$ cat src/rtl/param_commit_ctrl.sv
// Purpose: frames RX parameter bursts, length-checks and settles them, then commits on frame start or force.
// Latency: o_pkt_good SETTLE_CYC cycles after i_data_valid falls; o_param_ready 1 cycle after vsync/force.
// Backpressure: none; a new burst supersedes an uncommitted packet. Optional stats via PARAM_COMMIT_STATS_EN.
module param_commit_ctrl #(
  parameter int PKT_BYTES  = 12,
  parameter int SETTLE_CYC = 4,
  parameter int LEN_W      = 8,
  parameter int CNT_W      = 16
) (
  input  logic             i_clk,
  input  logic             i_rst_n,
  input  logic             i_data_valid,
  input  logic             i_vsync,
  input  logic             i_force_commit,
  output logic             o_param_ready,
  output logic             o_pending,
  output logic             o_pkt_good,
  output logic             o_pkt_drop,
  output logic [CNT_W-1:0] o_commit_cnt,
  output logic [CNT_W-1:0] o_drop_cnt
);

  typedef enum logic [1:0] {
    IDLE   = 2'd0,
    RECV   = 2'd1,
    SETTLE = 2'd2
  } state_e;

  // Settle counter only needs to reach SETTLE_CYC-1.
  localparam int               SET_W    = (SETTLE_CYC > 1) ? $clog2(SETTLE_CYC) : 1;
  localparam logic [SET_W-1:0] SET_LAST = SET_W'(SETTLE_CYC - 1);
  localparam logic [LEN_W-1:0] LEN_PKT  = LEN_W'(PKT_BYTES);
  localparam logic [LEN_W-1:0] LEN_MAX  = {LEN_W{1'b1}};

  state_e           state_q, state_d;
  logic [LEN_W-1:0] len_q, len_d;
  logic [SET_W-1:0] set_q, set_d;
  logic             pending_q, pending_d;
  logic             ready_q, ready_d;
  logic             good_q, good_d;
  logic             drop_q, drop_d;
  logic             commit_req;

  // A pending packet only exists in IDLE, so the commit window is IDLE with the RX line quiet.
  assign commit_req = pending_q & (i_vsync | i_force_commit) & ~i_data_valid;

  // Next-state and pulse decode for the receive FSM and commit handshake.
  always_comb begin
    state_d   = state_q;
    len_d     = len_q;
    set_d     = set_q;
    pending_d = pending_q;
    ready_d   = 1'b0;
    good_d    = 1'b0;
    drop_d    = 1'b0;
    case (state_q)
      IDLE: begin
        if (i_data_valid) begin
          // A fresh burst supersedes anything still waiting for a frame start.
          state_d   = RECV;
          len_d     = LEN_W'(1);
          pending_d = 1'b0;
        end else if (commit_req) begin
          ready_d   = 1'b1;
          pending_d = 1'b0;
        end
      end
      RECV: begin
        if (i_data_valid) begin
          if (len_q != LEN_MAX) len_d = len_q + LEN_W'(1);
        end else if (len_q == LEN_PKT) begin
          state_d = SETTLE;
          set_d   = '0;
        end else begin
          state_d = IDLE;
          drop_d  = 1'b1;
        end
      end
      SETTLE: begin
        if (i_data_valid) begin
          // Abandon the settling packet silently and start over.
          state_d = RECV;
          len_d   = LEN_W'(1);
        end else if (set_q == SET_LAST) begin
          state_d   = IDLE;
          pending_d = 1'b1;
          good_d    = 1'b1;
        end else begin
          set_d = set_q + SET_W'(1);
        end
      end
      default: state_d = IDLE;
    endcase
  end

  // State, length/settle counters and registered output pulses.
  always_ff @(posedge i_clk or negedge i_rst_n) begin
    if (!i_rst_n) begin
      state_q   <= IDLE;
      len_q     <= '0;
      set_q     <= '0;
      pending_q <= 1'b0;
      ready_q   <= 1'b0;
      good_q    <= 1'b0;
      drop_q    <= 1'b0;
    end else begin
      state_q   <= state_d;
      len_q     <= len_d;
      set_q     <= set_d;
      pending_q <= pending_d;
      ready_q   <= ready_d;
      good_q    <= good_d;
      drop_q    <= drop_d;
    end
  end

  assign o_param_ready = ready_q;
  assign o_pending     = pending_q;
  assign o_pkt_good    = good_q;
  assign o_pkt_drop    = drop_q;

`ifdef PARAM_COMMIT_STATS_EN
  logic [CNT_W-1:0] commit_cnt_q;
  logic [CNT_W-1:0] drop_cnt_q;

  // Wrapping statistics, updated on the same edge that raises the matching strobe.
  always_ff @(posedge i_clk or negedge i_rst_n) begin
    if (!i_rst_n) begin
      commit_cnt_q <= '0;
      drop_cnt_q   <= '0;
    end else begin
      if (ready_d) commit_cnt_q <= commit_cnt_q + CNT_W'(1);
      if (drop_d)  drop_cnt_q   <= drop_cnt_q + CNT_W'(1);
    end
  end

  assign o_commit_cnt = commit_cnt_q;
  assign o_drop_cnt   = drop_cnt_q;
`else
  assign o_commit_cnt = '0;
  assign o_drop_cnt   = '0;
`endif

endmodule
$ cat config.mk
export PLATFORM = sky130hd
export DESIGN_NAME = param_commit_ctrl
export DESIGN_NICKNAME = d
export VERILOG_FILES = /design/src/rtl/param_commit_ctrl.sv
export SDC_FILE = /design/constraint.sdc
export NUM_CORES = 1
export LEC_CHECK = 0
export ABC_AREA = 0
export CAP_MARGIN = 20
export CORE_MARGIN = 2
export CORE_UTILIZATION = 47
export DETAILED_ROUTE_END_ITERATION = 16
export PLACE_DENSITY = 0.84
export SLEW_MARGIN = 20
export SYNTH_ARGS = -nofsm -noshare
export SYNTH_HDL_FRONTEND = slang
export SYNTH_SLANG_ARGS = --single-unit
$ cat constraint.sdc
create_clock -name i_clk -period 3.2 [get_ports i_clk]
set_input_delay 0.64 -clock i_clk [delete_from_list [all_inputs] [get_ports i_clk]]
set_output_delay 0.64 -clock i_clk [all_outputs]
set_load 0.1 [all_outputs]
==> qor.txt <==
status = complete, no violations
flops & latches, synth = 16
adder-cell area share of the yosys netlist = 0.0341
die span in y = 52.4 um
final cell area excluding filler cells = 1100 sq um
Netlist cell types = 35
Filler cells = 211
Final TNS setup = 0 ns
final setup fails = 0
crit path from = i_data_valid
initial antenna violation count = 0
Max Buffers Root-to-Sink = 2
largest area contributor in the netlist = dfrtp_1
Synth Area in Simple Gates = 0.228
largest family of logic cells by synthesized area = buffers and inverters
worst reg2reg path startpoint = state_q[0]
Post-Synthesis Cells = 122
Area contributors post-synth = dfrtp_1 36%, buf_4 22%, ha_1 3.4%, nand2_1 3.4%, nand3_1 2.7%
XOR/XNOR Fraction of Synth Area = 0.00795
Die ar. = 2750 sq um
number of global-route vias before repair = 728
Cell Area, Synth = 1100 sq um
Critical Path RT = 3.43 ns
startpoint type of the worst setup path = input pin
Setup CP Type = input pin to flop
clk_skew = 0.00255 ns
hold crit path type = flop to flop
Rel. slew slack = 0.534
first-pass GRT wire length = 3000 um
PortBufs = 8
CTS sink count = 16
Tot GR Track Use = 0.151
ys async rst share = 1.00
number of max-cap violations = 0
area grow syn2layout = -0.568%
ys flop type = dfrtp_1
Clk Tree Root Cell = clkbuf_4
post-route ant nets = 0
Resize count post-CTS = 0
Max Clk Rate = 0.426 GHz
unrepaired setup endpoints after global routing = false
pin count of the biggest net entering global routing = 17
power share of the sequential group = 0.404
register area share after synthesis = 0.363
die width = 52.4 um
Tot Pwr = 637 uW
post-synthesis mux area share = 0
Pins Over Slew Limit = 0
hpwl dp = 1410 um
hold_buf cts = 0
Worst-Skew Late Latency = 0.29 ns
Vias/cell = 5.33
Synth top area share = 0.363
Psw = 312 uW
final hold vios = 0
DRC violations left = 0
Post-CTS Setup Repair Bufs = 0
Crit path arrival time = 2.58 ns
Logic pwr share = 0.382
placed cell areas = 1060 sq um
DR iter-0 viols = 30
Post-synth top cells = 33 x buf_4, 16 x dfrtp_1, 10 x nand2_1
clock power share = 0.215
post-synthesis compound-gate area fraction = 0.110
DR WL/cell = 12.8 um
CTS clk-pin slew, worst paths = 0.10 ns
most frequent cell after synthesis = buf_4
number of synthesized flops with an enable pin = 0
TritonCTS clock tree = built
DR vias = 831
Critical Path Fanout Max = 11
peak supply drop = 0.225 mV
I/O pin cnt = 41
Switching Fraction = 0.490
core area = 2210 sq um
minimum clock period = 2.35 ns
total CTS buffers = 3
Internal = 325 uW
Total Routed Length = 1990 um
Finished Core Util = 0.495
Final Cycle Share = 0.734
gr ovfl total = 0
Nets = 137
pwr dens = 581 nW/um^2
Ys Warns = 0
# rows = 17
First-pass DRT Iterations = 4
Leak = 0.510 nW
Worst-Margin Slew = 0.697 ns
Critical Path Sink Type = flop
antenna cells = 0
Initial Util = 0.498
layout cells sized above 1 = 0.109
H-tree Lvls = 1
hold path start = set_q[1]
Avg Cell Area, Syn = 9.04 sq um
global placement routability congestion = 0.825
[power by group through the flow]
stage          Combinational (mW)  Sequential [mW]  Clock (mW)
6_report                    0.243            0.257       0.137
5_1_grt                     0.255            0.260       0.148
4_1_cts                     0.243            0.256       0.139
3_5_place_dp                0.241            0.260           0
3_3_place_gp                0.236            0.258           0
2_1_floorplan               0.266            0.243           0
[per-stage QoR]
stage / hold slack, ns / instances / setup WS [ns]
after floorplan: 0.344 / 153 / 1.50
after global placement: 0.504 / 152 / 0.666
after detailed placement: 0.516 / 152 / 0.573
after CTS: 0.538 / 156 / 0.872
after global routing: 0.553 / 156 / 0.746
final: 0.532 / 156 / 0.852
[worst paths after layout]
| kind | endpoint | slack [ns] | depth (start not counted) |
|---|---|---|---|
| worst max-delay path | len_q[4] | 0.85 | 5 |
| worst min-delay path | set_q[1] | 0.53 | 2 |
| worst max register to register | len_q[4] | 1.28 | 4 |
| worst min register to register | set_q[1] | 0.53 | 2 |
| max in group asynchronous | set_q[1] | 2.00 | 1 |
| min in group asynchronous | state_q[0] | 0.76 | 1 |
[critical path, cell delays in order]
cell             delay (ns)
clkdlybuf4s50_1        0.67
a21boi_2               0.35
o21ai_1                0.30
or4_1                  0.53
nand3_1                0.10
[sequential cells by signal, summed over array words and instances, names as in the netlist]
register,flops
o_param_ready,1
o_pkt_drop,1
len_q,8
o_pending,1
state_q,2
o_pkt_good,1
set_q,2
[metal layers]
| layer | up-vias | GRT usage | share of wire |
|---|---|---|---|
| met5 | - | 0 | 0 |
| met4 | 0 | 0.132 | 0.062 |
| met3 | 16 | 0.0229 | 0.085 |
| met2 | 67 | 0.260 | 0.48 |
| met1 | 378 | 0.157 | 0.37 |
| li1 | 370 | - | - |
[cell usage in the layout (no fill, tap or decap), types with 2 or more instances in the layout]
cell	Yosys	layout
conb_1	1	32
dfrtp_1	16	16
nand2_1	10	10
nor2_1	6	6
nand3_1	6	6
inv_1	4	4
a21oi_1	4	4
o21ai_1	4	4
clkdlybuf4s50_1	0	4
buf_4	33	4
nor3_1	3	3
nand4_1	3	3
ha_1	3	3
clkbuf_4	0	3
nand2b_1	2	2
nand3b_1	2	2
o221ai_1	2	2
o21ai_0	2	2
[cells by family after synthesis]
logic type | Yosys count
flip-flops | 16
AND/OR/NAND/NOR | 42
adder cells (fa/ha/maj) | 3
AO/OA/AOI/OAI | 18
buffers and inverters | 41
XOR/XNOR | 1
other | 1
[layout make-up]
| class | count | area [sq um] | share of cell area |
|---|---|---|---|
| flip-flops and latches | 16 | 400 | 0.365 |
| well taps | 28 | 35.0 | 0.0320 |
| repair buffers | 8 | 70.1 | 0.0639 |
| clock buffers | 4 | 36.3 | 0.0331 |
| inverters | 4 | 15.0 | 0.0137 |
| multi-input cells | 96 | 539 | 0.492 |
(Power assumes the default switching activity.)
